### config.mk
export PLATFORM = sky130hd
export DESIGN_NAME = dts_ctrl_sequencer
export DESIGN_NICKNAME = d
export VERILOG_FILES = /design/src/rtl/dts_ctrl_pkg.sv /design/src/rtl/dts_ctrl_lowbit.sv /design/src/rtl/dts_ctrl_sequencer.sv
export SDC_FILE = /design/constraint.sdc
export NUM_CORES = 1
export LEC_CHECK = 0
export ABC_AREA = 1
export CAP_MARGIN = 5
export CORE_AREA = 2 2 126 128
export DETAILED_ROUTE_END_ITERATION = 6
export DIE_AREA = 0 0 128 130
export HOLD_SLACK_MARGIN = 0.06
export PLACE_DENSITY = 0.83
export REMOVE_ABC_BUFFERS = 1
export SYNTH_ARGS = -nofsm -noshare
export SYNTH_HDL_FRONTEND = slang
export SYNTH_HIERARCHICAL = 1
export SYNTH_SLANG_ARGS = --single-unit
### constraint.sdc
create_clock -name wb_clk_i -period 5.77 [get_ports wb_clk_i]
set_input_delay 0.577 -clock wb_clk_i [delete_from_list [all_inputs] [get_ports wb_clk_i]]
set_output_delay 0.577 -clock wb_clk_i [all_outputs]
set_load 0.01 [all_outputs]
### src/rtl/dts_ctrl_pkg.sv
// Shared types and default timing for the DTS deformatter control-bus sequencer.
package dts_ctrl_pkg;

  localparam int unsigned DEF_N_CHAN    = 12;
  localparam int unsigned DEF_SETUP_CYC = 4;
  localparam int unsigned DEF_STRB_CYC  = 8;
  localparam int unsigned DEF_HOLD_CYC  = 4;

  typedef enum logic [2:0] {
    ST_IDLE,
    ST_SETUP,
    ST_STROBE,
    ST_HOLD,
    ST_DONE
  } state_t;

  function automatic int unsigned max3(input int unsigned a, input int unsigned b,
                                       input int unsigned c);
    int unsigned m;
    m = (a > b) ? a : b;
    return (m > c) ? m : c;
  endfunction

endpackage

### src/rtl/dts_ctrl_lowbit.sv
// Lowest-set-bit selector: one-hot, index and non-empty flag of a channel mask.
module dts_ctrl_lowbit #(
  parameter int unsigned N = 12,
  localparam int unsigned IW = (N > 1) ? $clog2(N) : 1
) (
  input  logic [N-1:0]  mask,
  output logic [N-1:0]  onehot_c,
  output logic [IW-1:0] idx_c,
  output logic          any_c
);

  logic found;

  always_comb begin
    onehot_c = '0;
    idx_c    = '0;
    found    = 1'b0;
    for (int unsigned i = 0; i < N; i++) begin
      if (mask[i] && !found) begin
        found       = 1'b1;
        onehot_c[i] = 1'b1;
        idx_c       = IW'(i);
      end
    end
    any_c = found;
  end

endmodule

### src/rtl/dts_ctrl_sequencer.sv
// Drives the shared deformatter control bus: broadcast writes, per-channel reads
// with programmable setup/strobe/hold, one response per command.
module dts_ctrl_sequencer
  import dts_ctrl_pkg::*;
#(
  parameter int unsigned N_CHAN    = DEF_N_CHAN,
  parameter int unsigned SETUP_CYC = DEF_SETUP_CYC,
  parameter int unsigned STRB_CYC  = DEF_STRB_CYC,
  parameter int unsigned HOLD_CYC  = DEF_HOLD_CYC
) (
  input  logic                wb_clk_i,
  input  logic                wb_rst_i,
  input  logic                cmd_valid,
  output logic                cmd_ready,
  input  logic                cmd_write,
  input  logic [N_CHAN-1:0]   cmd_mask,
  input  logic [7:0]          cmd_addr,
  input  logic [7:0]          cmd_data,
  output logic                rsp_valid,
  output logic                rsp_err,
  output logic [8*N_CHAN-1:0] rsp_data,
  input  logic                unmute_i,
  input  logic [7:0]          data_in,
  output logic [7:0]          data_out,
  output logic [7:0]          addr_out,
  output logic [N_CHAN-1:0]   cs_out,
  output logic                wrst_out,
  output logic                rdst_out,
  output logic                unmute_out
);

  localparam int unsigned IW = (N_CHAN > 1) ? $clog2(N_CHAN) : 1;
  localparam int unsigned CW = $clog2(max3(SETUP_CYC, STRB_CYC, HOLD_CYC) + 1);

  state_t              state_q, state_d;
  logic [CW-1:0]       cnt_q, cnt_d;
  logic                write_q, write_d;
  logic [N_CHAN-1:0]   rem_q, rem_d;
  logic [IW-1:0]       idx_q, idx_d;

  logic                cmd_ready_d, rsp_valid_d, rsp_err_d, wrst_d, rdst_d;
  logic [8*N_CHAN-1:0] rsp_data_d;
  logic [7:0]          data_d, addr_d;
  logic [N_CHAN-1:0]   cs_d;

  logic [N_CHAN-1:0]   lb_mask, lb_onehot;
  logic [IW-1:0]       lb_idx;
  logic                lb_any;

  // In IDLE pick from the incoming mask; otherwise the next channel after the current one.
  assign lb_mask = (state_q == ST_IDLE) ? cmd_mask : (rem_q & ~cs_out);

  dts_ctrl_lowbit #(.N(N_CHAN)) u_lowbit (
    .mask     (lb_mask),
    .onehot_c (lb_onehot),
    .idx_c    (lb_idx),
    .any_c    (lb_any)
  );

  always_comb begin
    state_d     = state_q;
    cnt_d       = cnt_q;
    write_d     = write_q;
    rem_d       = rem_q;
    idx_d       = idx_q;
    rsp_valid_d = 1'b0;
    rsp_err_d   = 1'b0;
    rsp_data_d  = rsp_data;
    data_d      = data_out;
    addr_d      = addr_out;
    cs_d        = cs_out;
    wrst_d      = wrst_out;
    rdst_d      = rdst_out;

    unique case (state_q)
      ST_IDLE: begin
        if (cmd_valid && cmd_ready) begin
          write_d    = cmd_write;
          rem_d      = cmd_mask;
          rsp_data_d = '0;
          if (cmd_mask == '0) begin
            state_d     = ST_DONE;
            cnt_d       = '0;
            rsp_valid_d = 1'b1;
            rsp_err_d   = 1'b1;
          end else begin
            state_d = ST_SETUP;
            cnt_d   = CW'(SETUP_CYC - 1);
            addr_d  = cmd_addr;
            cs_d    = cmd_write ? cmd_mask : lb_onehot;
            data_d  = cmd_write ? cmd_data : 8'h00;
            idx_d   = lb_idx;
          end
        end
      end
      ST_SETUP: begin
        if (cnt_q == '0) begin
          state_d = ST_STROBE;
          cnt_d   = CW'(STRB_CYC - 1);
          wrst_d  = write_q;
          rdst_d  = !write_q;
        end else begin
          cnt_d = cnt_q - 1'b1;
        end
      end
      ST_STROBE: begin
        if (cnt_q == '0) begin
          state_d = ST_HOLD;
          cnt_d   = CW'(HOLD_CYC - 1);
          wrst_d  = 1'b0;
          rdst_d  = 1'b0;
          if (!write_q) begin
            for (int unsigned i = 0; i < N_CHAN; i++) begin
              if (idx_q == IW'(i)) rsp_data_d[8*i +: 8] = data_in;
            end
          end
        end else begin
          cnt_d = cnt_q - 1'b1;
        end
      end
      ST_HOLD: begin
        if (cnt_q == '0) begin
          rem_d = rem_q & ~cs_out;
          if (!write_q && lb_any) begin
            state_d = ST_SETUP;
            cnt_d   = CW'(SETUP_CYC - 1);
            cs_d    = lb_onehot;
            idx_d   = lb_idx;
          end else begin
            state_d     = ST_DONE;
            cnt_d       = '0;
            rsp_valid_d = 1'b1;
            cs_d        = '0;
            addr_d      = 8'h00;
            data_d      = 8'h00;
          end
        end else begin
          cnt_d = cnt_q - 1'b1;
        end
      end
      ST_DONE: begin
        state_d = ST_IDLE;
        cnt_d   = '0;
      end
      default: state_d = ST_IDLE;
    endcase

    cmd_ready_d = (state_d == ST_IDLE);
  end

  always_ff @(posedge wb_clk_i) begin
    if (wb_rst_i) begin
      state_q    <= ST_IDLE;
      cnt_q      <= '0;
      write_q    <= 1'b0;
      rem_q      <= '0;
      idx_q      <= '0;
      cmd_ready  <= 1'b0;
      rsp_valid  <= 1'b0;
      rsp_err    <= 1'b0;
      rsp_data   <= '0;
      data_out   <= 8'h00;
      addr_out   <= 8'h00;
      cs_out     <= '0;
      wrst_out   <= 1'b0;
      rdst_out   <= 1'b0;
      unmute_out <= 1'b0;
    end else begin
      state_q    <= state_d;
      cnt_q      <= cnt_d;
      write_q    <= write_d;
      rem_q      <= rem_d;
      idx_q      <= idx_d;
      cmd_ready  <= cmd_ready_d;
      rsp_valid  <= rsp_valid_d;
      rsp_err    <= rsp_err_d;
      rsp_data   <= rsp_data_d;
      data_out   <= data_d;
      addr_out   <= addr_d;
      cs_out     <= cs_d;
      wrst_out   <= wrst_d;
      rdst_out   <= rdst_d;
      unmute_out <= unmute_i;
    end
  end

endmodule

==> results of run 1 <==
==> logic make-up after synthesis <==
kind of cell,share of synthesized area
buf+inv,0.1182
simple gates,0.3724
fa+ha+maj,0.003318
xor+xnor,0.001162
mux,0.009293
flops,0.4089
compound gates,0.08679
==> through the flow <==
stage / setup slack (ns) / utilization / total power, W
floorplan: 2.887 / - / 0.003744
global placement: 2.364 / 0.5974 / 0.004931
detailed placement: 2.215 / 0.5974 / 0.005029
CTS: 2.234 / 0.6360 / 0.006183
global route: 1.824 / 0.6360 / 0.006684
finish: 2.245 / 0.6360 / 0.006170
==> worst max-delay path by stage <==
stage / from / end / slack [ns]
final: state_q[2] / data_out[6] / 2.24
after global routing: state_q[2] / data_out[6] / 1.82
after CTS: state_q[2] / data_out[6] / 2.23
after detailed placement: cmd_mask[0] / data_out[6] / 2.21
after global placement: cmd_mask[0] / addr_out[4] / 2.36
after floorplan: state_q[0] / addr_out[4] / 2.89
==> layer usage <==
layer	share of wire	vias up	wire length (microns)	GRT usage
met4	0.025	0	501	0.09502
met5	0	-	0	0
met3	0.048	40	975	0.04223
met1	0.44	3345	8961	0.3063
met2	0.48	209	9725	0.4077
li1	-	3837	-	-
==> final cells by class <==
type / instances / area (sq um)
fill: 1379 / 5614
multi-input combinational: 802 / 3566
sequential: 154 / 3083
timing repair buffer: 171 / 1709
inverter: 164 / 616.8
clock buffer: 21 / 460.4
tap: 192 / 240.2
clock inverter: 11 / 135.1
==> synth_stat cells, drive strengths merged, types with 2 or more instances <==
cell type	count
inv	164
nor3	4
ha	2
buf	32
clkbuf	22
o21ai	103
nand4	24
a21oi	21
nand3	33
nand2	296
mux2i	7
dfxtp	154
nor2	306
==> power breakdown <==
part | internal (W) | switching [W]
combinational | 0.00131 | 0.00196
sequential | 0.00152 | 0.000250
clock | 0.000667 | 0.000460
==> critical path: stages, from the launching register on <==
cell and delay [ns]:
dfxtp_1 0.49, inv_2 0.15, nand2_2 0.26, inv_2 0.17
nand2_1 0.08, o21ai_0 0.16, nor2_4 0.21, nand3_4 0.11
nor2_4 0.12, nand4_2 0.11, nor2_2 0.12, nand3b_1 0.08
nand2_1 0.09, nor2_1 0.06, nor2_2 0.45, nand3_2 0.45
nand2_1 0.20, inv_1 0.06, nor2_1 0.08
==> flip-flops by register name, indices dropped and copies added (netlist names), 3 cells and up <==
register  cells
rsp_data     96
addr_out      8
state_q       3
idx_q         4
data_out      8
cnt_q         4
cs_out       12
rem_q        12
==> impl_metrics.csv, run 1 <==
group,metric,value,unit
outcome,status,"finished clean",
min_path,hold_start,"rem_q[5]",
final_layout,drive_above_1_share,0.06727,
sta,final-hold-violation-count,0,
cts,cts_resized,0,
cts,clk_pin_slew,0.06,ns
sta,fin_tns_setup,0,ns
min_path,holdPathEnd,"rem_q[5]",
global_route,antenna_found_initial,0,
min_path,min_path_cells,2,
yosys,synthArstFlopShare,0,
final_layout,mostFrequentLayoutCell,"nor2_1",
cts,clk-insertion-delay-late,0.42,ns
global_route,grt_pass1_vias,6709,
yosys,synth_ff_type,"dfxtp_1",
detailed_routing,drc_errors,0,
detailed_routing,routedWlPerCell,13.31,microns
critical_path,crit_path_start_kind,"flop",
yosys,synth-edff-count,0,
cts,cts_setup_buffers,0,
yosys,yosysUniqueCellTypes,35,
yosys,synthCells,1174,
sta,grt_setup_unrepaired,"false",
die,die-area,0.01664,sq mm
critical_path,rrSetupSlack,2.24,ns
power_and_ir_drop,irDropWorstVdd,0.0003213,V
global_route,overflow,0,
min_path,hold_path_class,"flop to flop",
critical_path,r2r-start,"state_q[2]",
critical_path,ff2ff_path_depth,18,
critical_path,crit_arrival,3.88,ns
power_and_ir_drop,power_density,628.9,mW/mm^2
global_route,grtUsageTotal,0.2403,
critical_path,cp.required,6.13,ns
critical_path,crit_type,"flop to flop",
detailed_routing,dr_total_vias,7431,
yosys,synth_top_area_cell,"dfxtp_1",
yosys,yosysSeqAreaShare,0.4089,
global_route,grt_start_max_net_pins,103,
sta,clock.fmax,283.7,MHz
sta,setup_viol,0,
cts,hold_buffers,0,
cts,numCtsBuffers,17,
detailed_routing,drt-vias-per-instance,4.905,
global_route,grt_pass1_wl,32390,microns
yosys,avgSynthCellArea,6.422,sq um
detailed_routing,drt_iter0_drc,518,
detailed_routing,antenna_left,0,
yosys,yosysWarnings,6,
critical_path,path_max_fanout,20,
placed_design,dp_hpwl,13740,microns
sta,min_period,3.525,ns
detailed_routing,drtPass1Iterations,5,
power_and_ir_drop,p_leak,4.583,nW
sta,final.period_utilization,0.6109,
yosys,syn-cell-area,0.007540,sq mm
final_layout,n_antenna_cell,0,
sta,max_slew_margin,0.2443,
critical_path,end_kind,"flop",
run,max_cap_viol_count,0,
placed_design,io_buffers,170,
final_layout,final_nets,1353,
die,fp-row-count,46,
critical_path,crit-reg2reg-capture,"data_out[6]",
placed_design,place_congestion,0.9184,
sta,drv_slew,0,
die,die_y,130,microns
die,fp.coreArea,0.01542,sq mm
final_layout,area_growth,30.12,%
die,die_x,128,microns
placed_design,dpl-instance-area,0.009215,sq mm
yosys,yosys_register_bits,154,
die,top_level_ports,171,
cts,cts_tree,"built",
sta,worstMarginPinSlew,1.129,ns
cts,clock_sinks,154,
cts,cts_buffer_depth,2,
cts,root_buffer,"clkbuf_16",
final_layout,fin_area,0.009811,sq mm
cts,cts_max_level,4,
placed_design,dp.cells,1483,
yosys,ys_top_cells_by_area,"dfxtp_1, nor2_1, nand2_1",
sta,skew,0.01245,ns
final_layout,layout.cells.non_filler,1515,
yosys,yosysTopAreaCellShare,0.4089,
sta,holdWs,0.4555,ns
detailed_routing,drt-total-wl,20160,microns
final_layout,final_cell_mix,"nor2_1, nand2_1, clkdlybuf4s50_1",
die,initial_core_util,0.4888,
(Power assumes the default switching activity.)
==> run 2, diff against run 1 <==
--- a/config.mk
+++ b/config.mk
@@ -7,11 +7,11 @@
 export LEC_CHECK = 0
 export ABC_AREA = 1
 export CAP_MARGIN = 5
-export CORE_AREA = 2 2 126 128
+export CORE_AREA = 2 2 132 134
 export DETAILED_ROUTE_END_ITERATION = 6
-export DIE_AREA = 0 0 128 130
+export DIE_AREA = 0 0 134 136
 export HOLD_SLACK_MARGIN = 0.06
-export PLACE_DENSITY = 0.83
+export PLACE_DENSITY = 0.8
 export REMOVE_ABC_BUFFERS = 1
 export SYNTH_ARGS = -nofsm -noshare
 export SYNTH_HDL_FRONTEND = slang
==> constraint.sdc (replaced) <==
create_clock -name wb_clk_i -period 3.15 [get_ports wb_clk_i]
set_input_delay 0.315 -clock wb_clk_i [delete_from_list [all_inputs] [get_ports wb_clk_i]]
set_output_delay 0.315 -clock wb_clk_i [all_outputs]
set_load 0.01 [all_outputs]
==> impl_metrics.csv, run 2 (synthesis gave the netlist of run 1 again) <==
group,metric,value,unit
power_and_ir_drop,clkPwrFrac,0.179,
power_and_ir_drop,irDropWorstVdd,0.0005600,V
global_route,antenna_found_initial,0,
cts,cts_setup_buffers,0,
final_layout,largest-register,"rsp_data",
outcome,status,"finished clean",
min_path,hold_path_class,"primary input to flop",
final_layout,reg_top3,"rsp_data x96, cs_out x12, rem_q x12",
critical_path,rrSetupSlack,0.26,ns
placed_design,dp_hpwl,14140,microns
cts,cts_max_level,4,
die,die-area,0.01822,sq mm
cts,cts_tree,"built",
global_route,grt_pass1_vias,6823,
power_and_ir_drop,p_leak,4.671,nW
placed_design,place_ws,0.1283,ns
power_and_ir_drop,switching_power,0.005006,W
power_and_ir_drop,power_density,1133,mW/mm^2
critical_path,crit_type,"flop to flop",
cts,root_buffer,"clkbuf_16",
detailed_routing,drtPass1Iterations,6,
detailed_routing,antenna_left,0,
sta,setup_viol,0,
cts,hold_buffers,0,
die,die_y,136,microns
die,fp-row-count,48,
sta,clock.fmax,346.2,MHz
sta,fin_ws,0.2617,ns
final_layout,final_nets,1369,
global_route,grtUsageTotal,0.2256,
detailed_routing,drt-total-wl,20550,microns
placed_design,io_buffers,170,
sta,final.period_utilization,0.9169,
cts,clock_sinks,154,
cts,cts_buffer_depth,2,
critical_path,crit_arrival,3.19,ns
final_layout,final_cell_mix,"nor2_1, nand2_1, clkdlybuf4s50_1",
cts,clk-insertion-delay-late,0.43,ns
sta,drv_slew,0,
final_layout,mostFrequentLayoutCell,"nor2_1",
final_layout,largest_reg_flops,96,
sta,grt_setup_unrepaired,"false",
sta,worstMarginPinSlew,1.128,ns
final_layout,area_growth,32.59,%
sta,min_period,2.888,ns
die,initial_core_util,0.4468,
critical_path,cp.required,3.46,ns
detailed_routing,drc_errors,0,
global_route,overflow,0,
global_route,grt_start_max_net_pins,140,
power_and_ir_drop,seqPwrFrac,0.289,
critical_path,end_kind,"flop",
cts,numCtsBuffers,17,
sta,skew,0.01171,ns
run,max_cap_viol_count,0,
placed_design,place_congestion,0.9332,
sta,max_slew_margin,0.2450,
critical_path,path_max_fanout,15,
die,top_level_ports,171,
sta,final-hold-violation-count,0,
detailed_routing,drt_iter0_drc,462,
final_layout,drive_above_1_share,0.08140,
global_route,grt_pass1_wl,33240,microns
detailed_routing,dr_total_vias,7550,
power_and_ir_drop,combPwrFrac,0.532,
final_layout,n_antenna_cell,0,
sta,holdWs,0.4196,ns
detailed_routing,drt-vias-per-instance,4.827,
power_and_ir_drop,p_int,0.006323,W
sta,fin_tns_setup,0,ns
critical_path,crit_path_start_kind,"flop",
die,die_x,134,microns
detailed_routing,routedWlPerCell,13.14,microns
power_and_ir_drop,finalPower,0.01133,W
cts,clk_pin_slew,0.07,ns
die,fp.coreArea,0.01688,sq mm
cts,cts_resized,0,
power_and_ir_drop,swShare,0.4419,
-- run 2: layer usage --
metal / vias to the layer above / share of wire / GRT usage
li1: 3874 / - / -
met1: 3384 / 0.44 / 0.2890
met2: 254 / 0.48 / 0.3749
met3: 38 / 0.054 / 0.04139
met4: 0 / 0.027 / 0.09338
met5: - / 0 / 0
-- run 2: power groups by stage --
stage	clock [W]	combinational, W	sequential (W)
floorplan	0	0.00330	0.00355
global placement	0	0.00583	0.00329
detailed placement	0	0.00600	0.00330
CTS	0.00206	0.00603	0.00327
global route	0.00215	0.00682	0.00336
finish	0.00203	0.00603	0.00327
-- run 2: cell type report --
type | instances | area (sq um)
sequential | 154 | 3085
tap | 225 | 281.5
clock inverter | 15 | 172.7
clock buffer | 17 | 425.4
multi-input combinational | 802 | 3573
fill | 1545 | 6879
inverter | 164 | 616.8
timing repair buffer | 187 | 1842
-- run 2: final timing paths --
check,start,end,depth (start not counted)
setup / recovery,state_q[0],cnt_q[0],16
hold / removal,unmute_i,unmute_out,3
setup reg to reg,state_q[0],cnt_q[0],16
hold reg to reg,rem_q[8],rem_q[8],2
-- run 2: through the flow --
stage / cell area (sq um) / utilization / instances
2_1_floorplan: 7264 / - / 1120
3_3_place_gp: 9389 / 0.5563 / 1532
3_5_place_dp: 9389 / 0.5563 / 1532
4_1_cts: 9987 / 0.5918 / 1564
5_1_grt: 9997 / 0.5924 / 1564
6_report: 9997 / 0.5924 / 1564
-- run 2: critical path, stage by stage (launching register included) --
cell and delay [ns]:
dfxtp_2 0.38, nor2_4 0.17, nand2_2 0.19, inv_2 0.24
o21ai_0 0.21, nor2_4 0.22, nand3_4 0.11, nor2_4 0.11
nand4_2 0.11, nor2_2 0.12, nand3b_1 0.08, nand2_1 0.10
inv_1 0.11, o21ai_0 0.29, nand3_1 0.14, o21ai_0 0.10
a21oi_1 0.08
==> run 3, diff against run 2 <==
--- a/config.mk
+++ b/config.mk
@@ -7,11 +7,13 @@
 export LEC_CHECK = 0
 export ABC_AREA = 1
 export CAP_MARGIN = 5
-export CORE_AREA = 2 2 132 134
+export CELL_PAD_IN_SITES_DETAIL_PLACEMENT = 1
+export CELL_PAD_IN_SITES_GLOBAL_PLACEMENT = 1
+export CORE_AREA = 2 2 157 159
 export DETAILED_ROUTE_END_ITERATION = 6
-export DIE_AREA = 0 0 134 136
+export DIE_AREA = 0 0 159 161
 export HOLD_SLACK_MARGIN = 0.06
-export PLACE_DENSITY = 0.8
+export PLACE_DENSITY = 0.81
 export REMOVE_ABC_BUFFERS = 1
 export SYNTH_ARGS = -nofsm -noshare
 export SYNTH_HDL_FRONTEND = slang
==> impl_metrics.csv, run 3 (synthesis gave the netlist of run 1 again) <==
group,metric,value,unit
sta,grt_setup_unrepaired,"false",
placed_design,dpl-instance-area,0.009567,sq mm
global_route,grt_start_max_net_pins,56,
final_layout,fin_area,0.01020,sq mm
critical_path,cp.required,3.48,ns
placed_design,place_congestion,0.9000,
global_route,grt_pass1_vias,8082,
cts,clk_pin_slew,0.07,ns
die,die_y,161,microns
detailed_routing,drt-total-wl,25480,microns
detailed_routing,routedWlPerCell,15.25,microns
detailed_routing,dr_total_vias,7784,
sta,worstMarginPinSlew,0.5499,ns
final_layout,layout.cells.non_filler,1671,
cts,root_buffer,"clkbuf_16",
outcome,status,"finished clean",
final_layout,area_growth,35.23,%
final_layout,final_nets,1377,
die,die_x,159,microns
die,die-area,0.02560,sq mm
final_layout,final_util,0.4255,
detailed_routing,drt_iter0_drc,370,
die,fp-row-count,57,
final_layout,n_antenna_cell,0,
placed_design,dp.cells,1638,
sta,final.period_utilization,0.9025,
run,max_cap_viol_count,0,
sta,fin_tns_setup,0,ns
global_route,overflow,0,
sta,skew,0.01810,ns
final_layout,largest_reg_flops,96,
sta,setup_viol,0,
sta,final-hold-violation-count,0,
power_and_ir_drop,irDropWorstVdd,0.0004515,V
sta,holdWs,0.4120,ns
global_route,antenna_found_initial,0,
die,fp.coreArea,0.02396,sq mm
critical_path,crit_type,"flop to flop",
final_layout,mostFrequentLayoutCell,"nor2_1",
cts,clock_sinks,154,
sta,clock.fmax,351.7,MHz
critical_path,crit_path_start_kind,"flop",
power_and_ir_drop,p_leak,4.717,nW
cts,clk-insertion-delay-late,0.44,ns
sta,min_period,2.843,ns
critical_path,end_kind,"flop",
cts,cts_tree,"built",
final_layout,final_cell_mix,"nor2_1, nand2_1, clkdlybuf4s50_1",
cts,cts_buffer_depth,2,
sta,max_slew_margin,0.6295,
placed_design,io_buffers,170,
detailed_routing,drtPass1Iterations,4,
sta,drv_slew,0,
min_path,hold_path_class,"primary input to flop",
final_layout,largest-register,"rsp_data",
critical_path,crit_arrival,3.17,ns
global_route,grtUsageTotal,0.1978,
die,top_level_ports,171,
cts,numCtsBuffers,17,
placed_design,dp_hpwl,17910,microns
cts,cts_max_level,4,
detailed_routing,antenna_left,0,
die,initial_core_util,0.3146,
detailed_routing,drt-vias-per-instance,4.658,
detailed_routing,drc_errors,0,
final_layout,drive_above_1_share,0.08612,
global_route,grt_pass1_wl,40940,microns
power_and_ir_drop,power_density,1149,mW/mm^2
final_layout,reg_top3,"rsp_data x96, cs_out x12, rem_q x12",
critical_path,path_max_fanout,15,
[run 3: cell count changes in the layout (fill, tap and decap cells not counted), sizes merged]
cell,previous run,this run
buf,17,24
clkinvlp,1,0
inv,170,171
nand3,33,34
[run 3: final cells by class]
| cell class | instances | area [sq um] |
|---|---|---|
| Clock buffer | 17 | 425.4 |
| Clock inverter | 15 | 172.7 |
| Fill cell | 3104 | 13770 |
| Inverter | 164 | 618.1 |
| Multi-Input combinational cell | 803 | 3596 |
| Sequential cell | 154 | 3084 |
| Tap cell | 324 | 405.4 |
| Timing Repair Buffer | 194 | 1894 |
[run 3: timing repair]
item | CTS | global route
gates resized for setup | 0 | 4
endpoints found under the setup margin | 0 | 18
hold buffers | 0 | 0
buffers inserted | 0 | 0
[run 3: power breakdown]
| part | internal [W] | total [W] | switching, W | leakage [nW] |
|---|---|---|---|---|
| registers | 0.00278 | 0.00326 | 0.000475 | 1.27 |
| logic | 0.00251 | 0.00638 | 0.00387 | 3.16 |
| clock network | 0.00107 | 0.00208 | 0.00101 | 0.292 |
[run 3: path summary, 6_finish.rpt]
| kind | start | endpoint | slack (ns) | depth (start not counted) |
|---|---|---|---|---|
| setup / recovery | state_q[1] | addr_out[0] | 0.31 | 17 |
| hold / removal | unmute_i | unmute_out | 0.41 | 3 |
| setup reg to reg | state_q[1] | addr_out[0] | 0.31 | 17 |
| hold reg to reg | rem_q[7] | rem_q[7] | 0.46 | 2 |
[run 3: per-layer routing]
| metal | up-vias | GRT usage | part of all wire |
|---|---|---|---|
| li1 | 3897 | - | - |
| met1 | 3703 | 0.2371 | 0.45 |
| met2 | 143 | 0.3522 | 0.49 |
| met3 | 41 | 0.03441 | 0.033 |
| met4 | 0 | 0.07934 | 0.026 |
| met5 | - | 0 | 0 |
[run 3: critical path, cell delays in order (launching register included)]
cell      delay, ns
dfxtp_1        0.40
nor2_4         0.17
nand2_2        0.15
inv_2          0.22
o21ai_0        0.20
nor2_4         0.21
nand3_4        0.11
nor2_4         0.12
nand4_2        0.12
nor2_2         0.13
nand3b_1       0.09
nand2_1        0.09
nor2_1         0.07
nor2_4         0.21
buf_4          0.23
nand4_1        0.09
nand2_1        0.08
nor2_1         0.04
[run 3: metrics by stage]
step	power, W	worst slack (ns)
2_1_floorplan	0.006857	0.2672
3_3_place_gp	0.009355	0.2750
3_5_place_dp	0.009631	0.1213
4_1_cts	0.01181	0.07608
5_1_grt	0.01274	0.03011
6_report	0.01171	0.3070
